**config.mk**
```make
export PLATFORM = sky130hd
export DESIGN_NAME = spi_slave_rx
export DESIGN_NICKNAME = d
export VERILOG_FILES = /design/src/rtl/spi_slave_rx_pkg.sv /design/src/rtl/spi_slave_rx_fifo.sv /design/src/rtl/spi_slave_rx.sv
export SDC_FILE = /design/constraint.sdc
export NUM_CORES = 1
export LEC_CHECK = 0
export BUFFER_PORTS_ARGS = -buffer_cell sky130_fd_sc_hd__buf_2
export CORE_MARGIN = 5
export CORE_UTILIZATION = 56
export CTS_BUF_LIST = sky130_fd_sc_hd__clkbuf_4 sky130_fd_sc_hd__clkbuf_8
export CTS_CLUSTER_DIAMETER = 40
export DETAILED_ROUTE_END_ITERATION = 8
export PLACE_DENSITY = 0.78
export SLEW_MARGIN = 15
export SYNTH_ARGS = -nofsm -noshare
export SYNTH_HDL_FRONTEND = slang
export SYNTH_SLANG_ARGS = --single-unit
```
**constraint.sdc**
```tcl
create_clock -name clk_i -period 1.84 [get_ports clk_i]
set_input_delay 0.092 -clock clk_i [delete_from_list [all_inputs] [get_ports clk_i]]
set_output_delay 0.092 -clock clk_i [all_outputs]
set_load 0.03 [all_outputs]
```
**src/rtl/spi_slave_rx_pkg.sv**
```systemverilog
// SPI slave receiver shared types.
// FSM encodings, SPI mode constants and the clock ratio check.
package spi_slave_rx_pkg;

  typedef enum logic {
    ST_IDLE  = 1'b0,
    ST_SHIFT = 1'b1
  } state_e;

  // SPI mode 0: sck idles low, sample on rising edge
  localparam logic SPI_CPOL = 1'b0;
  localparam logic SPI_CPHA = 1'b0;

  // Oversampling needs at least 4 clk_i per sck period
  function automatic bit ratio_ok(int clk_fre, int spi_fre);
    return clk_fre >= 4 * spi_fre;
  endfunction

endpackage

```
**src/rtl/spi_slave_rx_fifo.sv**
```systemverilog
// Small synchronous FIFO with a registered head word.
// Head holds its last value once the FIFO drains.
module sync_fifo #(
  parameter int DATA_W     = 8,
  parameter int FIFO_DEPTH = 4
) (
  input  logic              clk_i,
  input  logic              rst_n,
  input  logic              push_i,
  input  logic [DATA_W-1:0] wdata_i,
  input  logic              pop_i,
  output logic [DATA_W-1:0] rdata_o,
  output logic              full_o,
  output logic              empty_o
);

  localparam int AW = $clog2(FIFO_DEPTH);

  logic [AW:0]       wr_q, rd_q, occ;
  logic [AW-1:0]     rd_nxt;
  logic [DATA_W-1:0] mem_q [FIFO_DEPTH];
  logic [DATA_W-1:0] head_q, head_d;
  logic              do_pop, do_push;

  assign empty_o = (wr_q == rd_q);
  assign full_o  = (wr_q[AW] != rd_q[AW]) &&
                   (wr_q[AW-1:0] == rd_q[AW-1:0]);
  assign do_pop  = pop_i & ~empty_o;
  assign do_push = push_i & (~full_o | do_pop);
  assign occ     = wr_q - rd_q;
  assign rd_nxt  = rd_q[AW-1:0] + 1'b1;
  assign rdata_o = head_q;

  // Next head: following entry on pop, or incoming word when it lands first
  always_comb begin
    head_d = head_q;
    if (do_pop) begin
      if (occ > 1)
        head_d = mem_q[rd_nxt];
      else if (do_push)
        head_d = wdata_i;
    end else if (empty_o && do_push) begin
      head_d = wdata_i;
    end
  end

  // Storage array, no reset needed
  always_ff @(posedge clk_i) begin
    if (do_push)
      mem_q[wr_q[AW-1:0]] <= wdata_i;
  end

  // Pointers and head register
  always_ff @(posedge clk_i or negedge rst_n) begin
    if (!rst_n) begin
      wr_q   <= '0;
      rd_q   <= '0;
      head_q <= '0;
    end else begin
      if (do_push) wr_q <= wr_q + 1'b1;
      if (do_pop)  rd_q <= rd_q + 1'b1;
      head_q <= head_d;
    end
  end

endmodule

```
**src/rtl/spi_slave_rx.sv**
```systemverilog
// SPI mode 0 slave receiver, oversampled in clk_i.
// Deserialises MSB-first words into a FIFO with a valid/ready output.
module spi_slave_rx
  import spi_slave_rx_pkg::*;
#(
  parameter int SPI_FRE    = 10,
  parameter int CLK_FRE    = 100,
  parameter int DATA_W     = 8,
  parameter int FIFO_DEPTH = 4
) (
  input  logic              clk_i,
  input  logic              rst_n,
  input  logic              spi_cs,
  input  logic              spi_sck,
  input  logic              spi_sdo,
  output logic [DATA_W-1:0] rx_data,
  output logic              rx_valid,
  input  logic              rx_ready,
  output logic              frame_err,
  output logic              ovf_flag,
  input  logic              ovf_clr
);

  localparam int CW = (DATA_W > 2) ? $clog2(DATA_W) : 1;

  if (!ratio_ok(CLK_FRE, SPI_FRE)) begin : g_ratio_chk
    $error("spi_slave_rx: CLK_FRE must be >= 4*SPI_FRE");
  end
  if (FIFO_DEPTH < 2 || (FIFO_DEPTH & (FIFO_DEPTH - 1)) != 0) begin : g_depth_chk
    $error("spi_slave_rx: FIFO_DEPTH must be a power of two >= 2");
  end

  logic cs_m_q, cs_s_q;
  logic sck_m_q, sck_s_q, sck_d_q;
  logic sdo_m_q, sdo_s_q;
  logic sck_rise;

  state_e            state_q;
  logic [CW-1:0]     bit_cnt_q;
  logic [DATA_W-1:0] sr_q, shifted;
  logic              push_q, ferr_q, ovf_q;
  logic              last_bit, fifo_full, fifo_empty;

  // Two-flop synchronisers plus one delay stage on sck for edge detect
  always_ff @(posedge clk_i or negedge rst_n) begin
    if (!rst_n) begin
      cs_m_q  <= 1'b1;
      cs_s_q  <= 1'b1;
      sck_m_q <= SPI_CPOL;
      sck_s_q <= SPI_CPOL;
      sck_d_q <= SPI_CPOL;
      sdo_m_q <= 1'b0;
      sdo_s_q <= 1'b0;
    end else begin
      cs_m_q  <= spi_cs;
      cs_s_q  <= cs_m_q;
      sck_m_q <= spi_sck;
      sck_s_q <= sck_m_q;
      sck_d_q <= sck_s_q;
      sdo_m_q <= spi_sdo;
      sdo_s_q <= sdo_m_q;
    end
  end

  assign sck_rise = sck_s_q & ~sck_d_q;
  assign last_bit = (bit_cnt_q == CW'(DATA_W - 1));
  assign shifted  = {sr_q[DATA_W-2:0], sdo_s_q};

  // Frame FSM with shift register; push and frame error are registered
  always_ff @(posedge clk_i or negedge rst_n) begin
    if (!rst_n) begin
      state_q   <= ST_IDLE;
      bit_cnt_q <= '0;
      sr_q      <= '0;
      push_q    <= 1'b0;
      ferr_q    <= 1'b0;
    end else begin
      push_q <= 1'b0;
      ferr_q <= 1'b0;
      unique case (state_q)
        ST_IDLE: begin
          bit_cnt_q <= '0;
          if (!cs_s_q) state_q <= ST_SHIFT;
        end
        ST_SHIFT: begin
          if (cs_s_q) begin
            state_q   <= ST_IDLE;
            bit_cnt_q <= '0;
            if (sck_rise && last_bit) begin
              sr_q   <= shifted;
              push_q <= 1'b1;
            end else begin
              ferr_q <= (bit_cnt_q != '0);
            end
          end else if (sck_rise) begin
            sr_q      <= shifted;
            bit_cnt_q <= last_bit ? '0 : bit_cnt_q + 1'b1;
            push_q    <= last_bit;
          end
        end
      endcase
    end
  end

  // Sticky overflow: set on a dropped word, set beats clear
  always_ff @(posedge clk_i or negedge rst_n) begin
    if (!rst_n)
      ovf_q <= 1'b0;
    else if (push_q && fifo_full && !rx_ready)
      ovf_q <= 1'b1;
    else if (ovf_clr)
      ovf_q <= 1'b0;
  end

  sync_fifo #(
    .DATA_W     (DATA_W),
    .FIFO_DEPTH (FIFO_DEPTH)
  ) u_fifo (
    .clk_i   (clk_i),
    .rst_n   (rst_n),
    .push_i  (push_q),
    .wdata_i (sr_q),
    .pop_i   (rx_ready),
    .rdata_o (rx_data),
    .full_o  (fifo_full),
    .empty_o (fifo_empty)
  );

  assign rx_valid  = ~fifo_empty;
  assign frame_err = ferr_q;
  assign ovf_flag  = ovf_q;

endmodule

```
**Word-level counts from Yosys, hierarchy flattened**

Memories as Yosys holds them, arrays and structs flattened.
Index checks and enable logic that the tools add are counted.

- Bitwise logic cells: 8
- $lt $le $gt $ge: 1
- $add $sub $neg: 5
- Multiplexer cells: 23
- Reduce and logical (&&, ||, !) cells: 12
- Equal/unequal tests: 7

Operator list:

| cell | number |
|---|---|
| 2-to-1 mux 8 bit | 7 |
| 2-to-1 mux 1 bit | 12 |
| adder 3 x 1 -> 3 bit, second input constant | 3 |
| 2-to-1 mux 3 bit | 3 |
| != test 3 bit, second input constant | 2 |
| one-hot mux 3 bit (2 select lines) | 1 |
| nonzero test 2 bit | 3 |
| logical AND 1 bit | 5 |
| NOT 1 bit | 4 |
| AND 1 bit | 3 |
| equality test 3 bit | 1 |
| equality test 3 bit, second input constant | 1 |
| > comparator 3 x 1 -> 1 bit, second input constant | 1 |
| AND reduction 3 bit | 1 |
| nonzero test 3 bit | 1 |
| subtractor 3 bit | 1 |
| adder 2 x 1 -> 2 bit, second input constant | 1 |
| equality test 2 bit | 1 |
| != test 2 x 1 -> 1 bit, second input constant | 1 |
| AND reduction 2 bit | 1 |
| zero test 1 bit | 1 |
| != test 1 bit | 1 |
| OR 1 bit | 1 |

- Memories: 1
- Output and inout port bits: 11
- Word-level logic and storage cells: 73
- Flip-flop bits (word level): 36
- Bits of input ports: 7
- Memory bits (writable): 32

Memory list:

| name | depth | bits a word | read ports | clocked after memory_dff | wr ports | line | RTL |
|---|---|---|---|---|---|---|---|
| u_fifo.mem_q | 4 | 8 | 1 | 0 | 1 | spi_slave_rx_fifo.sv:21 | `logic [DATA_W-1:0] mem_q [FIFO_DEPTH];` |

**Logic depth before layout (Yosys ltp)**

- Depth in word-level cells: 8
- Gate-level depth with buffers: 8
- Mapped depth without buffers: 7

**Modules after synthesis**

From an unflattened synthesis, not the netlist that was laid out.

- Cell total of the unflattened synthesis: 166
- Area, all modules: 2803.9 sq um

By module, submodules not included:

| module | cells an instance | seq. area each (sq um) | instances | area each (sq um) |
|---|---|---|---|---|
| sync_fifo | 110 | 1311.3 | 1 | 1976.9 |
| spi_slave_rx | 56 | 553.0 | 1 | 827.0 |

**Worst setup path after synthesis**

Ideal clock, no wire load.

- Kind: register to register
- From: register u_fifo.wr_q[0]
- To: register u_fifo.head_q[0] (netlist: u_fifo.rdata_o[0])
- Buffers on the path: 1
- Setup slack: -79 ps
- Arrival: 1846 ps
- Library setup time: 73 ps
- Cell stages (with the launch flop): 9
- Required time: 1767 ps
- Period minus slack after synthesis: 1919 ps
- Path through: dfrtp_1 -> inv_1 -> ha_1 -> fa_1 -> xor3_2 -> o221ai_4 -> buf_6 -> nor2_2 -> a21oi_2

- Word-level cells in the longest chain between the ends: 8
- Elaborated cells on any way between the ends: 16
- Those cells by class: 1 x add/sub; 1 x order compare; 3 x eq/ne; 2 x mux; 5 x bitwise; 4 x reduce/logical

Ends and longest elaborated chain:

| what | line | RTL |
|---|---|---|
| start: declaration | spi_slave_rx_fifo.sv:19 | `logic [AW:0] wr_q, rd_q, occ;` |
| start signal: assignment | spi_slave_rx_fifo.sv:60 | `if (do_push) wr_q <= wr_q + 1'b1;` |
| parallel branches: the longest is 8 deep, another holds subtractor 3 bit | n/a |  |
| end signal: assignment | spi_slave_rx_fifo.sv:58 | `head_q <= '0;` |
| end signal: assignment | spi_slave_rx_fifo.sv:62 | `head_q <= head_d;` |
| end: declaration | spi_slave_rx_fifo.sv:22 | `logic [DATA_W-1:0] head_q, head_d;` |

Several ways; the timed one is not identified.
A chain may end at the register's enable or synchronous reset.

**Final worst setup path**

- From: register u_fifo.rd_q[0]
- To: register u_fifo.head_q[4] (netlist: u_fifo.rdata_o[4])

- Word-level cells in the longest chain between the ends: 8
- Elaborated cells on any way between the ends: 18
- Those cells by class: 2 x add/sub; 1 x order compare; 3 x eq/ne; 2 x mux; 5 x bitwise; 4 x reduce/logical; 1 x memory

Ends and longest elaborated chain:

| what | line | RTL |
|---|---|---|
| start: declaration | spi_slave_rx_fifo.sv:19 |  |
| start signal: assignment | spi_slave_rx_fifo.sv:61 | `if (do_pop) rd_q <= rd_q + 1'b1;` |
| parallel branches: the longest is 8 deep, another holds subtractor 3 bit | n/a |  |

Several ways; the timed one is not identified.

==> summary.txt <==
Drt
  – Drt via density: ~5.4
  – DRT antenna net count: 0
  – WL final: 5.18 mm
  – Drt wl/cell: 17.9 um
  – DRT iter0 DRCs: between 100 and 150
  – Via Count: 1,569
  – Detailed Routing Iterations Pass 1: 4
  – DRC violations left: 0

Logic synthesis
  – Post-synthesis compound-gate area fraction: roughly 5%
  – Post-Syn Area: ~2800 um^2
  – Mux cell area share after synthesis: about an eighth
  – Synth Area in Adders: about 5.2%
  – Cell variety after synth: 33
  – Post-synthesis sequential area ratio: between 60% and 70%
  – Largest family of logic cells by synthesized area: multiplexers
  – Simple-gate share of the synthesized area: 4.89%
  – Syn Nets: about 190
  – Synth Area in XOR/XNOR: 2.76%
  – Syn. warnings: 0
  – Mean Syn Cell Area: ~16 um^2
  – FF+latch count, synth: 68
  – Mapped Cells: ~170

Die
  – Rows: 25
  – Top-Level Pins: 18
  – Core footprint: about 4800 um^2
  – Die Y-Extent: 80.9 um
  – Die width: ~81 um
  – Die Area: roughly 6500 um^2
  – Initial Utilization: just under 60%

Setup path
  – Crit Path Max Fanout: 8
  – Crit path largest cell delay: approximately 430 ps
  – Delay-heaviest family, CP: adder cells
  – Worst EP arrival: 2080 ps
  – CP cell instances: ha_4 -> fa_2 -> xor3_2 -> o221ai_4 -> buf_12 -> nor2_2 -> a21oi_2
  – Worst Path Required: 2110 ps
  – Element type at the critical path end: flop
  – Type of origin of the critical path: flop
  – Slowest CP cell: dfrtp_1
  – Worst Path Buf+Inv: 1
  – Worst setup path category: flop to flop

Power and ir drop
  – Pleak: between 0.001 and 0.0015 uW
  – Flop pwr share: 40.7%
  – Sw Pwr: approximately 1600 uW
  – Pint: 3290 uW
  – Combinational Power Share: approximately a third
  – Peak supply drop: around 810 uV
  – Pwr dens: ~1400 nW/um^2
  – Design Power: between 4000 and 5000 uW
  – Clk pwr share: 24.9%
  – Switch share: approximately 33%

Clock network
  – H-tree depth: 3
  – CTS max path bufs: 2
  – CTS root buf: clkbuf_8
  – Latest clock arrival within the worst-skew pair: between 300 and 400 ps
  – Num CTS Buffers: 9
  – CTS tree: built
  – Clk slew on worst S/H paths: approximately 70 ps
  – Clock sink count: 68

STA
  – Hold WS: a little over 60 ps
  – Worst slew pin tran: slightly above 800 ps
  – FMAX: 550 MHz
  – Setup Viol. Count Final: 0
  – Setup Skew: 11.7 ps
  – Setup TNS: 0 ps
  – Final Hold Viols: 0
  – Max Slew Vio Count: 0
  – Min Clock Period, post-route: ~1800 ps
  – Relative slew slack: a little under half
  – RSZ-0062 raised after global routing: true
  – Period utilization: a little over nine tenths

Outcome
  – Status: finished clean

Global route
  – First-pass GRT wire length: about 8.6 mm
  – Initial antenna violation count: 0
  – Vias in the first global route: ~1,700
  – Total GRT Usage: between 10% and 20%
  – Global route total overflow: 0
  – Largest net degree at the start of global routing: 37

Placement
  – Dpl cells: 265
  – Gpl congestion: a little over 0.8
  – Port Buffers: 17
  – DP Wirelength: about 3.3 mm

Finish
  – FILL cells: between 200 and 300
  – Share of layout cells above drive strength 1: 42.6%
  – Fin nets: between 200 and 250
  – Area of the multi-input gates: around 960 um^2
  – Layout Cells excl Fill: 290
  – Layout area overhead: 23.4%
  – # diodes: 0
  – Register area: ~1900 um^2

Hold path
  – Hold crit path type: input port to flop

Job
  – # Max-Cap Violations: 0
## cell usage in the layout (no fill, tap or decap), types with 7 or more instances in the layout
cell type,netlist,routed
inv_1,9,8
buf_2,2,17
mux4_2,8,8
mux2i_1,9,9
ha_1,10,7
dfrtp_1,34,34
clkbuf_8,0,10
buf_4,0,12
edfxtp_1,32,32
a21oi_2,2,8
mux2_2,9,9
## cells by family (layout without fill, tap and decap cells)
family	Yosys count	after routing
flops	68	68
xor+xnor	7	7
mux	26	26
buf+inv	15	64
simple gates	30	30
fa+ha+maj	11	11
compound gates	17	17
## power by group through the flow
stage	registers (uW)	logic [uW]	clock network, uW
floorplan	2140	850	0
global placement	1990	1380	0
detailed placement	2010	1430	0
CTS	1990	1620	1240
global route	2020	1810	1300
finish	1990	1680	1220
## routing by layer
metal  share of wire, %  GRT usage, %  up-vias  wire length [um]
li1                   -             -      716                 -
met1                 39          21.9      794              2040
met2                 53          30.8       48              2720
met3                5.7          4.21       11               297
met4                2.2          9.46        0               116
met5                  0             0        -                 0
## synthesized netlist by cell type
library cell,instances,area [um^2]
clkbuf_2,1,5.00
mux4_2,8,180
o21ai_4,1,16.3
ha_1,10,125
a21oi_2,2,17.5
a22o_1,1,8.76
buf_6,2,22.5
buf_1,1,3.75
nor2_1,12,45.0
a21oi_1,8,40.0
edfxtp_1,32,961
nand2_1,6,22.5
nor2_2,2,12.5
nand3_1,3,15.0
inv_1,9,33.8
dfrtp_1,34,851
a221oi_1,1,8.76
nor3_1,1,5.00
buf_2,2,10.0
dfstp_2,2,52.6
xor3_2,1,25.0
nor2b_1,1,6.26
fa_1,1,20.0
xor2_1,2,17.5
xnor2_1,4,35.0
and2_1,4,25.0
o31a_1,1,8.76
o21ai_0,1,5.00
and3_1,1,6.26
o221ai_4,1,26.3
o211a_1,1,10.0
mux2i_1,9,90.1
mux2_2,9,101
## stage by stage
stage | setup slack [ps] | cell area, um^2 | util [%]
floorplan | -5.97 | 2820 | -
global placement | 33.7 | 3090 | 64.6
detailed placement | -63.3 | 3090 | 64.6
CTS | -77.5 | 3410 | 71.3
global route | -58.8 | 3470 | 72.5
finish | 21.9 | 3470 | 72.5
## final cells by class
class | instances | share of cell area, %
clock buffers | 12 | 4.40
clock inverters | 4 | 1.41
inverters | 9 | 0.973
multi-input cells | 91 | 27.7
flip-flops and latches | 68 | 53.7
well taps | 67 | 2.41
repair buffers | 39 | 9.41
## worst min-delay path, delay by kind of cell
family | cells | cell delay, ps
AOI/OAI and AO/OA | 1 | 120
buffers and inverters | 2 | 150
## flip-flops by register name, summed over array words and instances, names as in the netlist
signal,flops
ovf_flag,1
sdo_s_q,1
sck_d_q,1
frame_err,1
sdo_m_q,1
sr_q,8
u_fifo.rdata_o,8
u_fifo.mem_q,32
bit_cnt_q,3
push_q,1
cs_s_q,1
u_fifo.wr_q,3
sck_s_q,1
state_q,1
sck_m_q,1
u_fifo.rd_q,3
cs_m_q,1
## path summary, 6_finish.rpt
path,startpoint,end,slack (ps),cells past startpoint
worst min-delay path,ovf_clr,ovf_flag,60,3
min in group asynchronous,rst_n,u_fifo.rdata_o[0],380,2
max in group asynchronous,rst_n,u_fifo.rd_q[0],940,2
worst max register to register,u_fifo.rd_q[0],u_fifo.rdata_o[4],20,7
worst min register to register,sck_m_q,sck_s_q,350,0
worst max-delay path,u_fifo.rd_q[0],u_fifo.rdata_o[4],20,7
## what timing repair did
action | in CTS | in global routing
pin swaps | 3 | 5
cloned | 1 | 0
setup buffers | 1 | 4
hold endpoints to repair | 37 | 0
gates resized for setup | 14 | 8
setup endpoints to repair | 8 | 41
hold buffers | 4 | 0
Note: power is estimated with default switching activity, not from simulation.
